<file path="src/rtl/exp_taylor_seq.sv">
// exp_taylor_seq: sequential fixed-point e^x via truncated Taylor series on one shared multiplier
module exp_taylor_seq #(
    parameter int DATA_W  = 32,
    parameter int FRAC_W  = 16,
    parameter int N_TERMS = 21
) (
    input  logic              clk,
    input  logic              rst,
    input  logic              in_valid,
    output logic              in_ready,
    input  logic [DATA_W-1:0] in_x,
    output logic              out_valid,
    input  logic              out_ready,
    output logic [DATA_W-1:0] out_y,
    output logic              out_ovf
);
    localparam int KW = $clog2(N_TERMS);
    localparam logic signed [DATA_W-1:0] MAX = {1'b0, {(DATA_W-1){1'b1}}};
    localparam logic signed [DATA_W-1:0] MIN = {1'b1, {(DATA_W-1){1'b0}}};
    localparam logic signed [DATA_W-1:0] ONE = DATA_W'(1) << FRAC_W;

    typedef enum logic [1:0] {IDLE, MULX, MULR, DONE} state_t;
    state_t state, state_nx;

    logic signed [DATA_W-1:0]   x, term, t1, sum, op_a, op_b, mul_y;
    logic signed [2*DATA_W-1:0] prod, sh;
    logic signed [DATA_W:0]     sum_ext;
    logic [KW-1:0]              k;
    logic                       ovf, sat, mul_ovf, sum_ovf, last;
    logic signed [DATA_W-1:0]   recip_tab [N_TERMS];

    assign recip_tab[0] = '0;
    for (genvar g = 1; g < N_TERMS; g++) begin : g_recip
        assign recip_tab[g] = DATA_W'(((64'sd1 <<< FRAC_W) + 64'(g / 2)) / 64'(g));
    end

    // MULX computes term*x, MULR computes t1*(1/k); both share this multiplier
    always_comb begin
        op_a     = (state == MULX) ? term : t1;
        op_b     = (state == MULX) ? x : recip_tab[k];
        prod     = op_a * op_b;
        sh       = prod >>> FRAC_W;
        mul_ovf  = !(&sh[2*DATA_W-1:DATA_W-1] || ~|sh[2*DATA_W-1:DATA_W-1]);
        mul_y    = mul_ovf ? (sh[2*DATA_W-1] ? MIN : MAX) : sh[DATA_W-1:0];
        sum_ext  = {sum[DATA_W-1], sum} + {mul_y[DATA_W-1], mul_y};
        sum_ovf  = sum_ext[DATA_W] ^ sum_ext[DATA_W-1];
        last     = (k == KW'(N_TERMS - 1));
        state_nx = (state == IDLE && in_valid) ? MULX :
                   (state == MULX)             ? MULR :
                   (state == MULR)             ? (last ? DONE : MULX) :
                   (state == DONE && out_ready) ? IDLE : state;
        in_ready  = (state == IDLE) && !rst;
        out_valid = (state == DONE);
        out_y     = (state == DONE && !sum[DATA_W-1]) ? sum : '0;
        out_ovf   = (state == DONE) && ovf;
    end

    always_ff @(posedge clk or posedge rst) begin
        if (rst) state <= IDLE;
        else     state <= state_nx;
    end

    always_ff @(posedge clk or posedge rst) begin
        if (rst) begin
            x    <= '0;
            term <= '0;
            t1   <= '0;
            sum  <= '0;
            k    <= '0;
            ovf  <= 1'b0;
            sat  <= 1'b0;
        end else begin
            unique case (state)
                IDLE: if (in_valid) begin
                    x    <= in_x;
                    term <= ONE;
                    sum  <= ONE;
                    k    <= KW'(1);
                    ovf  <= 1'b0;
                    sat  <= 1'b0;
                end
                MULX: begin
                    t1  <= mul_y;
                    ovf <= ovf | mul_ovf;
                end
                MULR: begin
                    term <= mul_y;
                    // a saturated sum stays pinned at MAX for the rest of the operation
                    sum  <= (sat || sum_ovf) ? MAX : sum_ext[DATA_W-1:0];
                    sat  <= sat | sum_ovf;
                    ovf  <= ovf | mul_ovf | sum_ovf;
                    if (!last) k <= k + KW'(1);
                end
                default: ;
            endcase
        end
    end
endmodule

</file>
<file path="config.mk">
export PLATFORM = sky130hd
export DESIGN_NAME = exp_taylor_seq
export DESIGN_NICKNAME = d
export VERILOG_FILES = /design/src/rtl/exp_taylor_seq.sv
export SDC_FILE = /design/constraint.sdc
export NUM_CORES = 2
export LEC_CHECK = 0
export CORE_MARGIN = 2
export CORE_UTILIZATION = 52
export DETAILED_ROUTE_END_ITERATION = 6
export PLACE_DENSITY = 0.73
export SLEW_MARGIN = 30
export SYNTH_ARGS = -nofsm -noshare
export SYNTH_HDL_FRONTEND = slang
export SYNTH_SLANG_ARGS = --single-unit
</file>
<file path="constraint.sdc">
create_clock -name clk -period 13.9 [get_ports clk]
set_input_delay 2.78 -clock clk [delete_from_list [all_inputs] [get_ports clk]]
set_output_delay 2.78 -clock clk [all_outputs]
set_load 0.005 [all_outputs]
</file>
== Yosys cells after proc, flatten, opt, wreduce, memory -nomap -nowiden ==
Memories as Yosys holds them, arrays and structs flattened.
Cells that the tools add are included.
Storage, ports and cells
  bits in registers: 137
  ROM bits: 1024
  input bits: 36
  output and inout bits: 35
  logic and storage cells: 67
  memories: 1
Memories
  (no name shown): depth 32, width 32, rd ports 1, clocked after memory_dff 0, write ports 0, RTL line 40  | op_b = (state == MULX) ? x : recip_tab[k];
Operators by class
  $add $sub $neg: 2
  $mul: 1
  magnitude comparators: 1
  equality and inequality tests: 6
  multiplexer cells: 22
  bitwise logic cells: 5
  reduce and logical (&&, ||, !) cells: 21
Operator list (count)
  32-bit 2-to-1 mux: 9
  32-bit one-hot mux with 2 select lines: 2
  32-bit by 32-bit multiplier with 64-bit output: 1
  32-bit by 32-bit adder with 33-bit output: 1
  17-bit AND reduction: 1
  17-bit OR reduction: 1
  2-bit 2-to-1 mux: 5
  5-bit 2-to-1 mux: 2
  5-bit one-hot mux with 2 select lines: 1
  6-bit greater-or-equal comparator (second input constant): 1
  5-bit NOT with 6-bit output: 1
  2-bit AND reduction: 3
  5-bit by 1-bit adder with 5-bit output (second input constant): 1
  5-bit == test (second input constant): 1
  1-bit logical AND: 5
  2-bit == test (second input constant): 2
  1-bit logical NOT: 4
  2-bit inequality test (second input constant): 2
  4-bit nonzero test: 1
  1-bit bitwise OR: 3
  1-bit one-hot mux with 3 select lines: 1
  3-bit AND reduction: 1
  3-bit nonzero test: 1
  2-bit by 1-bit == test with 1-bit output (second input constant): 1
  6 further kinds: 7

== Depth between registers and ports, before layout ==
  word-level depth: 15
  depth in mapped cells: 55
  gate-level depth less buffers: 52

== Worst setup path after synthesis ==
OpenSTA, ideal clock, no wires.
  kind: reg-to-reg
  start point: reg state[1]
  end point: reg sum[11]
  setup time: 120 ps
  arrival: 13005 ps
  required time: 13780 ps
  slack: 775 ps
  stages on the path, launching flop included: 53
  buffers on the path: 9
  clock period less this slack: 13125 ps
  path through: dfrtp_1 -> inv_1 -> ha_1 -> buf_2 -> clkbuf_1 -> buf_1 -> nor2_1 -> a21oi_1 -> clkbuf_1 -> nor2_1 -> inv_1 -> fa_1 -> inv_1 -> fa_1 -> fa_1 -> inv_1 -> fa_1 -> inv_1 -> [... 17 more ...] -> nor2_2 -> buf_2 -> o21ai_1 -> ha_1 -> clkbuf_1 -> and3_1 -> a21o_1 -> a211oi_1 -> nor3_1 -> a21oi_1 -> a221o_1 -> a21oi_1 -> a221oi_1 -> xor2_1 -> or2_2 -> clkbuf_1 -> o21ai_0 -> nand2_1
On the way
  cells in the longest elaborated chain, start to end: 12
  elaborated cells between the ends (all ways): 20
  classes of those cells: add/sub: 1; mul: 1; eq/ne: 3; mux: 6; bitwise: 1; reduce/logical: 8
RTL lines
  start: declaration: RTL line 23  | state_t state, state_nx;
  start signal: assignment: RTL line 60  | else state <= state_nx;
  2-bit by 1-bit == test with 1-bit output (*): RTL line 39, 40
  32-bit 2-to-1 mux, on equally long branches: RTL line 39, 40
  32-bit by 32-bit multiplier with 64-bit output (*): RTL line 41  | prod = op_a * op_b;
  17-bit OR reduction: RTL line 43  | mul_ovf = !(&sh[2*DATA_W-1:DATA_W-1] || ~|sh[2*DATA_W-1:DATA_W-1]);
  1-bit logical NOT: RTL line 43
  1-bit logical OR: RTL line 43
  32-bit 2-to-1 mux (*): RTL line 44  | mul_y = mul_ovf ? (sh[2*DATA_W-1] ? MIN : MAX) : sh[DATA_W-1:0];
  net mul_y[18]: RTL line 25  | logic signed [DATA_W-1:0] x, term, t1, sum, op_a, op_b, mul_y;
  32-bit by 32-bit adder with 33-bit output (*): RTL line 45  | sum_ext = {sum[DATA_W-1], sum} + {mul_y[DATA_W-1], mul_y};
  1-bit XOR (*): RTL line 46  | sum_ovf = sum_ext[DATA_W] ^ sum_ext[DATA_W-1];
  1-bit logical OR (*): RTL line 89  | sum <= (sat || sum_ovf) ? MAX : sum_ext[DATA_W-1:0];
  32-bit 2-to-1 mux (*): RTL line 89
  32-bit one-hot mux with 2 select lines (*): RTL line 73  | unique case (state)
  end signal: assignment: RTL line 89
  end: declaration: RTL line 25
The timed path passes the listed nets; every way through them passes the cells marked *.
A chain may end at the register's enable or synchronous reset.

== Final worst setup path ==
  start point: reg k[0]
  end point: reg sum[2]
On the way
  cells in the longest elaborated chain, start to end: 15
  elaborated cells between the ends (all ways): 17
  classes of those cells: add/sub: 1; mul: 1; mux: 7; bitwise: 2; reduce/logical: 5; memory: 1
RTL lines
  start: declaration: RTL line 28  | logic [KW-1:0] k;
  start signal: assignment: RTL line 92  | if (!last) k <= k + KW'(1);
  5-bit NOT with 6-bit output (implied by the code) (*): RTL line 40
  memory 32 x 32 bit (*)
  32-bit 2-to-1 mux (implied by the code) (*) (2 in a row): RTL line 40
  32-bit 2-to-1 mux (*): RTL line 40
  32-bit by 32-bit multiplier with 64-bit output (*): RTL line 41
  17-bit OR reduction: RTL line 43
  1-bit logical NOT: RTL line 43
  1-bit logical OR: RTL line 43
  32-bit 2-to-1 mux (*): RTL line 44
  net mul_y[12]: RTL line 25
  32-bit by 32-bit adder with 33-bit output (*): RTL line 45
  1-bit XOR (*): RTL line 46
  1-bit logical OR (*): RTL line 89
  32-bit 2-to-1 mux (*): RTL line 89
  32-bit one-hot mux with 2 select lines (*): RTL line 73
The timed path passes the listed nets; every way through them passes the cells marked *. The select of a mux whose other input is x is not followed.

==> impl_metrics.py <==
metrics = {
    "sta": {
        "fin_crit_ps": 13260,
        "finalSetupTns_ps": 0,
        "slew_headroom_pct": 27.7,
        "slew_viol_final": 0,
        "rsz0062_at_grt": "no",
        "skew_ps": 21.1,
        "tightest_slew_ps": 1080,
        "fmax_mhz": 75.4,
        "finalHoldViolCount": 0,
        "timing.final.crit_share_pct": 95.4,
        "setup_violations": 0,
    },
    "drt": {
        "drt-pass1-iter-count": 6,
        "vias": 35500,
        "drc": 0,
        "vias_per_cell": 5.84,
        "drt_iter0_drc": 3218,
        "wl_um": 143000,
        "ant_nets": 0,
        "wire_per_inst_um": 23.6,
    },
    "hold_path": {
        "whs_endpoint": "sum[28]",
        "min_path_type": "flop to flop",
        "min_from": "sum[28]",
        "hold_depth": 2,
    },
    "setup_path": {
        "reg2reg_depth": 46,
        "crit_path_top_delay_cell": "fa_1",
        "cp_max_fo": 31,
        "cp_common_cell": "fa_1",
        "setup.worst_path.class": "flop to flop",
        "cp_num_buf_inv": 5,
        "slowest_delay_ps": 600,
        "r2r-end": "sum[2]",
        "crit_family": "adder cells",
        "crit_path_end_kind": "flop",
        "cp.required_ps": 14270,
        "worstReg2RegStart": "k[0]",
        "reg2reg_setup_slack_ps": 640,
        "start_kind": "flop",
        "worstPathArrival_ps": 13630,
    },
    "layout": {
        "drive_gt1_share_pct": 7.67,
        "final_nets": 6261,
        "nFillCells": 7522,
        "multi_input_area_mm2": 0.0367,
        "syn_to_final_growth_pct": 7.78,
        "regArea_mm2": 0.00343,
        "num_antenna_cells": 0,
    },
    "clock_network": {
        "cts_root_buf": "clkbuf_16",
        "clkSinkCount": 137,
        "cts.clk_slew.worst_paths_ps": 70,
        "ctsHoldBuffers": 0,
        "cts_tree": "done",
        "cts-buffers-inserted": 17,
        "h-tree-depth": 4,
        "clockBufferDepth": 2,
        "clk_latency_ps": 500,
    },
    "synth": {
        "syn_nets": 6277,
        "ys_async_sr_fraction_pct": 100,
        "synthDistinctLibCells": 77,
        "synth_cells": 4932,
        "syn-cell-area_mm2": 0.0446,
        "synth_area_per_cell_um2": 9.03,
        "synth_ff_type": "dfrtp_1",
        "synth_edf_count": 0,
        "yosysWarnings": 0,
        "seq_area_frac_synth_pct": 7.69,
        "ys_ff_latch": 137,
    },
    "run_status": {
        "status": "completed",
    },
    "global_route": {
        "grt_pass1_vias": 37900,
        "globalRouteTotalUtil_pct": 33.7,
        "overflow": 0,
        "grt_pass1_wl_um": 224000,
        "antenna_found_initial": 3,
        "grt_start_max_net_pins": 95,
    },
    "placed_design": {
        "port-buffer-count": 69,
        "dp_hpwl_um": 117000,
        "place.gp.congestion": 1.00,
    },
    "job": {
        "max_cap_viol_count": 0,
    },
    "floorplan": {
        "die_h_um": 297,
        "rows": 107,
        "core_mm2": 0.0850,
        "die_area_mm2": 0.0880,
        "dieWidth_um": 297,
        "io_pins": 71,
        "initial_core_util_pct": 52.4,
    },
}
[layout by cell type (no fill, tap or decap), types with 9 or more instances in the layout]
| cell | synthesis | layout |
|---|---|---|
| o21ai_0 | 111 | 108 |
| clkdlybuf4s50_1 | 0 | 69 |
| o21bai_1 | 19 | 18 |
| inv_1 | 972 | 970 |
| a211oi_1 | 14 | 13 |
| o21ai_1 | 24 | 24 |
| buf_4 | 2 | 170 |
| xnor2_1 | 60 | 60 |
| nand2_1 | 443 | 442 |
| ha_1 | 227 | 224 |
| and2_1 | 49 | 49 |
| and3_1 | 83 | 83 |
| mux2i_2 | 0 | 21 |
| nor3_1 | 23 | 22 |
| a311o_1 | 32 | 32 |
| mux2i_1 | 38 | 12 |
| clkbuf_16 | 0 | 17 |
| nand4_1 | 29 | 29 |
| buf_12 | 0 | 9 |
| nor2_1 | 650 | 649 |
| a21oi_1 | 130 | 121 |
| nor2b_1 | 39 | 39 |
| nand3_1 | 103 | 103 |
| or2_2 | 34 | 33 |
| o211ai_2 | 12 | 12 |
| xor2_1 | 28 | 28 |
| mux2_2 | 43 | 43 |
| nand2b_1 | 59 | 59 |
| o21a_1 | 14 | 14 |
| o211ai_1 | 31 | 31 |
| a31oi_1 | 12 | 12 |
| fa_1 | 1082 | 1082 |
| dfrtp_1 | 137 | 133 |
| a21o_1 | 39 | 39 |
[synth_stat cells (4+ instances only)]
library cell	number	share of area [%]
a31oi_1	12	0.17
nor3_1	23	0.26
o211ai_2	12	0.34
buf_6	4	0.10
clkbuf_1	258	2.2
nor2_1	650	5.5
o211ai_1	31	0.52
and4_1	4	0.079
a221o_1	4	0.090
or3_1	4	0.056
a21boi_0	5	0.084
o21ai_0	111	1.2
xor2_1	28	0.55
a221oi_1	8	0.16
fa_1	1082	49
nor2b_1	39	0.55
a21o_1	39	0.66
buf_2	14	0.16
o21a_1	14	0.24
nand2b_1	59	0.83
nand2_1	443	3.7
a21oi_1	130	1.5
and3_1	83	1.2
o21ai_1	24	0.27
buf_1	10	0.084
nand4_1	29	0.41
and2_1	49	0.69
o22ai_1	4	0.056
inv_1	972	8.2
a211o_1	5	0.098
mux2_2	43	1.1
or2_2	34	0.48
xnor2_1	60	1.2
mux2i_1	38	0.85
nor4_1	10	0.14
a22oi_1	4	0.067
o21bai_1	19	0.32
dfrtp_1	137	7.7
ha_1	227	6.4
a311o_1	32	0.72
or4_1	4	0.067
o31ai_1	6	0.10
a211oi_1	14	0.24
nand3_1	103	1.2
[cells by family after synthesis]
| group | after synthesis | synth area share (%) |
|---|---|---|
| simple gates | 1549 | 15.4 |
| fa+ha+maj | 1309 | 55.0 |
| compound gates | 507 | 7.53 |
| buf+inv | 1260 | 10.7 |
| flops | 137 | 7.69 |
| xor+xnor | 88 | 1.73 |
| other cells | 1 | 0.00842 |
| mux | 81 | 1.94 |
[timing repair]
action,CTS,global route
setup buffers,0,7
endpoints found under the setup margin,0,34
gates resized for setup,0,30
[area by class of cell]
| type | count | share of cell area (%) |
|---|---|---|
| Timing Repair Buffer | 253 | 4.59 |
| Clock buffer | 18 | 0.894 |
| Multi-Input combinational cell | 3535 | 76.4 |
| Tap cell | 1144 | 2.98 |
| Sequential cell | 137 | 7.15 |
| Inverter | 972 | 7.62 |
| Clock inverter | 14 | 0.412 |
[state kept, by name, indices dropped and copies added, names as in the netlist]
name and cells:
state 2, sat 1, k 5, x 32, t1 32, term 32
sum 32, ovf 1
[layer usage]
| layer | track usage, % | up-vias | share of wire (%) |
|---|---|---|---|
| li1 | - | 15000 | - |
| met1 | 42.8 | 18300 | 37 |
| met2 | 53.9 | 1787 | 47 |
| met3 | 7.85 | 403 | 9.9 |
| met4 | 18.0 | 4 | 6.3 |
| met5 | 0 | - | 0.016 |
[through the flow]
step	area [um^2]	worst slack [ps]	cells	hold slack (ps)	util [%]
floorplan	44600	775	4932	446	-
CTS	47800	227	6066	511	56.3
finish	48000	639	6073	513	56.5
global placement	47200	339	6034	492	55.5
detailed placement	47200	302	6034	498	55.5
global route	48000	39.4	6073	525	56.5
[worst max-delay path by stage]
| stage | start | to | slack, ps | depth (start not counted) |
|---|---|---|---|---|
| 2_1_floorplan | state[1] | sum[11] | 770 | 52 |
| 3_3_place_gp | k[0] | sum[5] | 340 | 46 |
| 3_5_place_dp | k[0] | sum[2] | 300 | 46 |
| 4_1_cts | k[0] | sum[2] | 230 | 46 |
| 5_1_grt | k[0] | sum[14] | 40 | 48 |
| 6_report | k[0] | sum[2] | 640 | 46 |
[worst min-delay path, cell delays in order, from the launching register on]
cell and delay [ps]:
dfrtp_1 370, nand2_1 60, nand2_1 50
Power is left out: the tool's default activity adds up to more than one toggle a clock period on the data nets, which glitch-free logic cannot reach.
